$ cat config.mk
export PLATFORM = sky130hd
export DESIGN_NAME = ccd_line_emulator
export DESIGN_NICKNAME = d
export VERILOG_FILES = /design/src/rtl/ccd_emu_pkg.sv /design/src/rtl/ccd_pattern_gen.sv /design/src/rtl/ccd_line_emulator.sv
export SDC_FILE = /design/constraint.sdc
export NUM_CORES = 1
export LEC_CHECK = 0
export CORE_AREA = 3 3 85 107
export CTS_CLUSTER_DIAMETER = 120
export DETAILED_ROUTE_END_ITERATION = 12
export DIE_AREA = 0 0 88 110
export PLACE_DENSITY_LB_ADDON = 0.12
export SYNTH_ARGS = -nofsm -noshare
export SYNTH_HDL_FRONTEND = slang
export SYNTH_SLANG_ARGS = --single-unit
$ cat constraint.sdc
create_clock -name clk -period 2.7 [get_ports clk]
set_clock_uncertainty 0.2 [all_clocks]
set_input_delay 0.27 -clock clk [delete_from_list [all_inputs] [get_ports clk]]
set_output_delay 0.27 -clock clk [all_outputs]
set_load 0.01 [all_outputs]
$ cat src/rtl/ccd_emu_pkg.sv
// rtl/ccd_emu_pkg.sv - shared types and sizing helpers for the CCD line emulator
// Purpose: FSM state encoding, sample region type, pattern codes and the
//          line-length / pixel-counter-width helpers used by the emulator.
// Ports:   none (package).
package ccd_emu_pkg;

    typedef enum logic [2:0] {
        ST_IDLE   = 3'd0,
        ST_LEAD   = 3'd1,
        ST_ACTIVE = 3'd2,
        ST_TAIL   = 3'd3,
        ST_POST   = 3'd4
    } state_e;

    typedef enum logic {
        REG_DARK   = 1'b0,
        REG_ACTIVE = 1'b1
    } region_e;

    localparam logic [1:0] PAT_RAMP  = 2'd0;
    localparam logic [1:0] PAT_CONST = 2'd1;
    localparam logic [1:0] PAT_CHECK = 2'd2;
    localparam logic [1:0] PAT_LRAMP = 2'd3;

    function automatic int total_pix(input int lead, input int eff, input int tail);
        return lead + eff + tail;
    endfunction

    // Counter must hold indices 0..total-1; never narrower than one bit.
    function automatic int pix_cnt_w(input int total);
        return (total > 1) ? $clog2(total) : 1;
    endfunction

endpackage

$ cat src/rtl/ccd_pattern_gen.sv
// rtl/ccd_pattern_gen.sv - combinational pixel value generator
// Purpose: produces the next sample for the current pixel from its region,
//          the latched pattern code and the line/pixel indices.
// Ports:   region    - dark (dummy) or active pixel
//          pattern   - latched pattern code
//          const_val - latched constant for the constant pattern
//          act_idx   - active pixel index, already truncated to D_WIDTH
//          line_lsb  - completed-line count truncated to D_WIDTH
//          sample    - value to present on data_out
module ccd_pattern_gen
    import ccd_emu_pkg::*;
#(
    parameter int                   D_WIDTH    = 12,
    parameter logic [D_WIDTH-1:0]   DARK_LEVEL = D_WIDTH'('h040)
) (
    input  region_e              region,
    input  logic [1:0]           pattern,
    input  logic [D_WIDTH-1:0]   const_val,
    input  logic [D_WIDTH-1:0]   act_idx,
    input  logic [D_WIDTH-1:0]   line_lsb,
    output logic [D_WIDTH-1:0]   sample
);

    always_comb begin
        sample = DARK_LEVEL;
        if (region == REG_ACTIVE) begin
            case (pattern)
                PAT_RAMP:  sample = act_idx;
                PAT_CONST: sample = const_val;
                // Checker alternates per pixel and inverts on every other line.
                PAT_CHECK: sample = (act_idx[0] ^ line_lsb[0]) ? '1 : '0;
                default:   sample = act_idx + line_lsb;
            endcase
        end
    end

endmodule

$ cat src/rtl/ccd_line_emulator.sv
// rtl/ccd_line_emulator.sv - CCD + ADC line responder for the TCD1209D driver
// Purpose: watches the driver's sh/f1 outputs and answers every f1 rising edge
//          with one deterministic pixel sample, one clock later.
// Ports:   clk, reset (async, active-high)
//          sh, f1              - driver timing inputs, synchronous to clk
//          pattern, const_val  - content selection, latched at sh rise
//          data_out/data_valid - sample and its one-cycle strobe
//          line_start          - pulse on every accepted sh rise
//          line_done           - pulse with the last tail pixel
//          line_cnt            - completed lines, wraps at 2^16
//          err_short           - sh rose while a line was still in progress
//          err_overrun         - f1 rose after line_done and before next sh
module ccd_line_emulator
    import ccd_emu_pkg::*;
#(
    parameter int                   D_WIDTH    = 12,
    parameter int                   LEAD_PIX   = 32,
    parameter int                   EFF_PIX    = 2048,
    parameter int                   TAIL_PIX   = 22,
    parameter logic [D_WIDTH-1:0]   DARK_LEVEL = D_WIDTH'('h040)
) (
    input  logic                 clk,
    input  logic                 reset,
    input  logic                 sh,
    input  logic                 f1,
    input  logic [1:0]           pattern,
    input  logic [D_WIDTH-1:0]   const_val,
    output logic [D_WIDTH-1:0]   data_out,
    output logic                 data_valid,
    output logic                 line_start,
    output logic                 line_done,
    output logic [15:0]          line_cnt,
    output logic                 err_short,
    output logic                 err_overrun
);

    localparam int              TOTAL_PIX = total_pix(LEAD_PIX, EFF_PIX, TAIL_PIX);
    localparam int              PCW       = pix_cnt_w(TOTAL_PIX);
    localparam logic [PCW-1:0]  LAST_K    = PCW'(TOTAL_PIX - 1);

    state_e               state_q, state_d;
    logic [PCW-1:0]       pix_cnt_q, pix_cnt_d;
    logic [1:0]           pat_q, pat_d;
    logic [D_WIDTH-1:0]   const_q, const_d;
    logic [15:0]          line_cnt_q, line_cnt_d;
    logic [D_WIDTH-1:0]   data_out_q, data_out_d;
    logic                 data_valid_q, data_valid_d;
    logic                 line_start_q, line_start_d;
    logic                 line_done_q, line_done_d;
    logic                 err_short_q, err_short_d;
    logic                 err_overrun_q, err_overrun_d;
    logic                 sh_dly_q, sh_dly_d;
    logic                 f1_dly_q, f1_dly_d;

    logic                 sh_rise;
    logic                 f1_rise;
    logic                 in_line;
    logic [PCW-1:0]       pix_inc;
    logic [D_WIDTH-1:0]   act_idx;
    logic [D_WIDTH-1:0]   line_lsb;
    logic [D_WIDTH-1:0]   gen_sample;
    region_e              gen_region;

    // Region owning pixel k. Zero-length lead/tail regions fall through,
    // so the first rise lands directly in the following region's rule.
    function automatic state_e state_for(input logic [PCW-1:0] k);
        if (int'(k) < LEAD_PIX) begin
            return ST_LEAD;
        end else if (int'(k) < LEAD_PIX + EFF_PIX) begin
            return ST_ACTIVE;
        end else begin
            return ST_TAIL;
        end
    endfunction

    assign sh_rise    = sh & ~sh_dly_q;
    assign f1_rise    = f1 & ~f1_dly_q;
    assign in_line    = (state_q == ST_LEAD) || (state_q == ST_ACTIVE) || (state_q == ST_TAIL);
    assign pix_inc    = pix_cnt_q + PCW'(1);
    assign act_idx    = D_WIDTH'(pix_cnt_q) - D_WIDTH'(LEAD_PIX);
    assign line_lsb   = D_WIDTH'(line_cnt_q);
    assign gen_region = (state_q == ST_ACTIVE) ? REG_ACTIVE : REG_DARK;

    ccd_pattern_gen #(
        .D_WIDTH    (D_WIDTH),
        .DARK_LEVEL (DARK_LEVEL)
    ) u_pattern_gen (
        .region    (gen_region),
        .pattern   (pat_q),
        .const_val (const_q),
        .act_idx   (act_idx),
        .line_lsb  (line_lsb),
        .sample    (gen_sample)
    );

    always_comb begin
        state_d       = state_q;
        pix_cnt_d     = pix_cnt_q;
        pat_d         = pat_q;
        const_d       = const_q;
        line_cnt_d    = line_cnt_q;
        data_out_d    = data_out_q;
        data_valid_d  = 1'b0;
        line_start_d  = 1'b0;
        line_done_d   = 1'b0;
        err_short_d   = 1'b0;
        err_overrun_d = 1'b0;
        sh_dly_d      = sh;
        f1_dly_d      = f1;

        // sh has priority: a coincident f1 rise is swallowed.
        if (sh_rise) begin
            pix_cnt_d    = '0;
            line_start_d = 1'b1;
            pat_d        = pattern;
            const_d      = const_val;
            err_short_d  = in_line;
            state_d      = state_for('0);
        end else if (f1_rise) begin
            case (state_q)
                ST_LEAD, ST_ACTIVE, ST_TAIL: begin
                    data_valid_d = 1'b1;
                    data_out_d   = gen_sample;
                    if (pix_cnt_q == LAST_K) begin
                        line_done_d = 1'b1;
                        line_cnt_d  = line_cnt_q + 16'd1;
                        state_d     = ST_POST;
                    end else begin
                        pix_cnt_d = pix_inc;
                        state_d   = state_for(pix_inc);
                    end
                end
                ST_POST: begin
                    data_valid_d  = 1'b1;
                    data_out_d    = DARK_LEVEL;
                    err_overrun_d = 1'b1;
                end
                default: begin
                end
            endcase
        end
    end

    always_ff @(posedge clk or posedge reset) begin
        if (reset) begin
            state_q       <= ST_IDLE;
            pix_cnt_q     <= '0;
            pat_q         <= '0;
            const_q       <= '0;
            line_cnt_q    <= '0;
            data_out_q    <= '0;
            data_valid_q  <= 1'b0;
            line_start_q  <= 1'b0;
            line_done_q   <= 1'b0;
            err_short_q   <= 1'b0;
            err_overrun_q <= 1'b0;
            sh_dly_q      <= 1'b0;
            f1_dly_q      <= 1'b0;
        end else begin
            state_q       <= state_d;
            pix_cnt_q     <= pix_cnt_d;
            pat_q         <= pat_d;
            const_q       <= const_d;
            line_cnt_q    <= line_cnt_d;
            data_out_q    <= data_out_d;
            data_valid_q  <= data_valid_d;
            line_start_q  <= line_start_d;
            line_done_q   <= line_done_d;
            err_short_q   <= err_short_d;
            err_overrun_q <= err_overrun_d;
            sh_dly_q      <= sh_dly_d;
            f1_dly_q      <= f1_dly_d;
        end
    end

    assign data_out    = data_out_q;
    assign data_valid  = data_valid_q;
    assign line_start  = line_start_q;
    assign line_done   = line_done_q;
    assign line_cnt    = line_cnt_q;
    assign err_short   = err_short_q;
    assign err_overrun = err_overrun_q;

endmodule

* After elaboration in Yosys (flattened, before gate mapping) *
Cells that the tools add are included.
Widths: inputs -> output; s select.

operators by class
  multipliers = 0
  reduce and logical (&&, ||, !) cells = 12
  shift operators = 0
  mux-type cells = 27
  magnitude comparators = 2
  bitwise logic cells = 6
  $add $sub $neg = 4
  divide/modulo/power cells = 0
  equality and inequality tests = 8

operators with widths
  operator               count
  $mux 12                6
  $pmux 12 s3            1
  $pmux 12 s2            1
  $add 16x1->16 const B  1
  $mux 1                 14
  $add 12x1->12 const B  1
  $add 12x12->12         1
  $eq 12x12->1 const B   1
  $lt 12x12->1 const B   1
  $lt 12x6->1 const B    1
  $mux 3                 4
  $sub 12x6->12 const B  1
  $eq 3x2->1 const B     2
  $reduce_and 3->1       2
  $reduce_bool 2->1      3
  $reduce_and 4->1       1
  $reduce_or 4->1        1
  $eq 3x1->1 const B     1
  $eq 3x3->1 const B     1
  $not 1->1              3
  $reduce_or 3->1        1
  $and 1x1->1            2
  $eq 2x1->1 const B     1
  $eq 2x2->1 const B     1
  other kinds (6)        7

word-level totals
  input bits = 18
  memories = 0
  latch bits = 0
  bits in registers = 64
  RAM bits = 0
  ROM bits = 0
  logic and storage cells = 72

* Depth between registers and ports, before layout *
  depth after elaboration = 8
  mapped depth = 11
  mapped depth without buffers = 11

* By module *
Synthesis repeated with hierarchy kept, for this count alone.

unflattened totals
  cells, all modules = 396
  area total of the unflattened synthesis = 3711.1 sq um

by module, submodules not included
  module             area an instance (sq um)  cells each  instances
  ccd_line_emulator  2884.0                    296         1
  ccd_pattern_gen    827.0                     100         1

* Worst setup path before layout *
OpenSTA, ideal clock, no wires.

  path type = flip-flop to flip-flop
  from = reg pix_cnt_q[5]
  to = reg data_out_q[10] (netlist: data_out[10])
  period minus slack after synthesis = 2591 ps
  stages on the path, launching flop included = 10
  library setup time = 65 ps
  arrival time = 2326 ps
  setup slack = 109 ps
  cell sequence = dfrtp_1 inv_1 ha_1 xor2_1 ha_1 a21oi_1 o21ai_0 or3_1 a311oi_1 a211o_1

on the way
  cells in the longest elaborated chain, start to end = 5

RTL lines
  item                      RTL line                  text
  start: declaration        ccd_line_emulator.sv:42   logic [PCW-1:0] pix_cnt_q, pix_cnt_d;
  start signal: assignment  ccd_line_emulator.sv:161  pix_cnt_q <= pix_cnt_d;
  $sub 12x6->12 *           ccd_line_emulator.sv:80   assign act_idx = D_WIDTH'(pix_cnt_q) - D_WIDTH'(LEAD_PIX);
  $add 12x12->12            ccd_pattern_gen.sv:32     default: sample = act_idx + line_lsb;
  $pmux 12 s3 *             ccd_pattern_gen.sv:27     case (pattern)
  $mux 12 *                 ccd_pattern_gen.sv:26     if (region == REG_ACTIVE) begin
  $pmux 12 s2 *             ccd_line_emulator.sv:120  case (state_q)
  end signal: assignment    ccd_line_emulator.sv:165  data_out_q <= data_out_d;
  end: declaration          ccd_line_emulator.sv:46   logic [D_WIDTH-1:0] data_out_q, data_out_d;

Mark *: on every way between the ends. The rest lies on a longest branch, timed or not.
A chain may end at the register's enable or synchronous reset.

* Worst setup path in the final report *
Ends and elaborated chain as after synthesis.

==> reports/qor.csv <==
metric;value;unit
Arr. time, crit path;2.64;ns
FMAX;0.392;GHz
Clock Path Buffers;2;
die width;88;µm
RSZ-0062 raised after global routing;no;
GP Congestion;0.911;
worst-path maximum fanout;4;
GRT overflow;0;
Synth top area share;44.2;%
setup ws final;0.152;ns
P_int;1.53;mW
Pwr Density;466;nW/µm²
YS warnings;0;
Sw Ratio;29.6;%
DP Worst Slack;-0.0810;ns
Worst VDD drop;334;µV
routed length per placed instance;16.0;µm
Syn Nets;430;
PortBufs;50;
post-DP HPWL;7.22;mm
area growth from synthesis to layout;28.6;%
min Tclk post-route;2.55;ns
final setup violating endpoints;0;
synth top area cells;dfrtp_1 (44%), nand2_1 (7.4%), ha_1 (5.5%);
initial drt markers;132;
FF-to-FF setup slack;0.15;ns
cts bufs inserted;9;
vias per inst;5.31;
status;finished, final reports clean;
NetSw;0.643;mW
number of synthesized flops with an enable pin;0;
worst-margin pin slew;0.591;ns
ant diodes;0;
Lkg Pwr;2.21;nW
Synth area leader;dfrtp_1;
largest net degree at the start of global routing;29;
Clock Latency Late Sink;0.35;ns
max cap viols;0;
core footprint;8190;µm²
post-route setup TNS;0;ns
cts hold-fix bufs;0;
Fin. Hold Viols;0;
GRT Resource Usage Total;21.1;%
Synth Area per Inst;9.17;µm²
Comb pwr share;18.9;%
# Post-CTS Setup Buffers;0;
vias in the first global route;3035;
initial antenna violation count;0;
Clock Power Share;31.8;%
TritonCTS clock tree;done;
post-route design area;4660;µm²
DRC;0;
Sequential Power Share;49.3;%
register area share after synthesis;44.2;%
count of state elements after synthesis;64;
Via Count;3054;
Max-slew headroom;60.6;%
crit path launch type;flop;
first-pass GRT wire length;15.4;mm
worst endpoint required time;2.79;ns
commonest non-fill, non-tap cell in the layout;nand2_1;
max-slew violations;0;
antenna-violating nets left;0;
final worst-path cycle share;94.4;%
Yosys cell types;53;
CP endpoint kind;flop;
WS Path Type;flop to flop;
CTS Root Cell;clkbuf_8;
Reg clk slew, reported paths;0.08;ns
layout net count;509;
DP Area;4450;µm²
Initial DRT Pass Iterations;4;
worst hold path type;primary input to async pin;
die height;110;µm
row count;37;
most frequent cells in the layout;nand2_1 (71), dfrtp_1 (64), clkdlybuf4s50_1 (50), nor2_1 (36), buf_4 (34);
Initial Util;44.2;%
Netlist Area Pre-Place;3620;µm²
PostCTS Resize Cnt;0;
top_reg_cell synth;dfrtp_1;
Top Ports;51;
ys async rst share;100;%
DRT Wirelength;9.19;mm
Power, Total;2.17;mW
CTS Sinks;64;
Die Area;9680;µm²
Post-Syn Instances;395;
H-tree levels;3;
layout cells sized above 1;14.4;%
path summary, 6_finish.rpt:
kind / depth (start not counted) / endpoint / startpoint
min in group clk: 1 / sh_dly_q$_DFF_PP0_ / sh
max: 11 / data_out[10]$_DFFE_PP0P_ / pix_cnt_q[5]$_DFFE_PP0P_
min reg2reg: 2 / const_q[11]$_DFFE_PP0P_ / const_q[11]$_DFFE_PP0P_
max in group asynchronous: 3 / data_out[8]$_DFFE_PP0P_ / reset
max reg2reg: 11 / data_out[10]$_DFFE_PP0P_ / pix_cnt_q[5]$_DFFE_PP0P_
min: 2 / line_cnt[7]$_DFFE_PP0P_ / reset
cell families after synthesis:
group | Yosys count | synth area share [%]
xor gates and xnor gates | 37 | 8.95
buffers and inverters | 34 | 3.63
adders and majority gates | 17 | 6.08
and+or+nand+nor | 169 | 21.9
muxes | 12 | 3.49
AOI/OAI and AO/OA | 62 | 11.7
DFF | 64 | 44.2
critical path, stage by stage (launching register included):
cell	delay, ns
dfrtp_1	0.38
inv_1	0.11
ha_4	0.17
xor2_2	0.16
ha_1	0.28
buf_4	0.16
nand2_1	0.09
nor2_1	0.07
o221a_2	0.12
or3_1	0.35
a311oi_2	0.28
a211o_1	0.13
power groups by stage:
| stage | combinational [mW] | sequential, mW | clock, mW |
|---|---|---|---|
| final | 0.411 | 1.07 | 0.690 |
| after global routing | 0.459 | 1.08 | 0.755 |
| after CTS | 0.414 | 1.07 | 0.714 |
| after detailed placement | 0.411 | 1.09 | 0 |
| after global placement | 0.407 | 1.09 | 0 |
| after floorplan | 0.235 | 1.08 | 0 |
cells in the mapped netlist (all sizes together), types with 2 or more instances:
master	number
nand2	71
mux2i	7
a22oi	3
dfrtp	64
xor2	17
or2	2
a21o	3
ha	16
o211ai	2
and2	3
nor3	7
nand4	11
mux2	5
or3b	2
o21a	2
a31oi	2
xnor2	20
o31a	2
nor2	36
nand2b	4
o21ai	15
o221ai	4
a21oi	16
clkbuf	13
nor3b	2
or3	3
buf	4
a211oi	4
inv	16
and3	10
nand3	9
nor4	2
stage by stage:
| stage | utilization (%) | instances | hold WS (ns) |
|---|---|---|---|
| global placement | 54.3 | 560 | 0.259 |
| CTS | 56.2 | 575 | 0.0535 |
| finish | 56.8 | 575 | 0.0529 |
| floorplan | - | 395 | 0.101 |
| detailed placement | 54.3 | 560 | 0.254 |
| global route | 56.8 | 575 | 0.0748 |
metal layers:
metal  global-route usage, %  vias up  share of wire (%)
met2                    35.5       65                 50
met1                    26.7     1459                 45
li1                        -     1517                  -
met5                       0        -                  0
met4                    7.13        0                2.3
met3                    4.46       13                3.2
final cells by class:
type	count	area, µm²
Tap cell	97	121
Inverter	17	63.8
Clock buffer	11	131
Sequential cell	64	1600
Fill cell	730	3540
Multi-Input combinational cell	297	1940
Clock inverter	4	22.5
Timing Repair Buffer	85	776
flip-flops by register name, summed over array words and instances (netlist names):
signal       cells
pat_q            2
const_q         12
err_overrun      1
state_q          3
err_short        1
sh_dly_q         1
f1_dly_q         1
line_start       1
data_valid       1
data_out        12
line_cnt        16
pix_cnt_q       12
line_done        1
No activity file was read; power rests on OpenSTA's default activity.
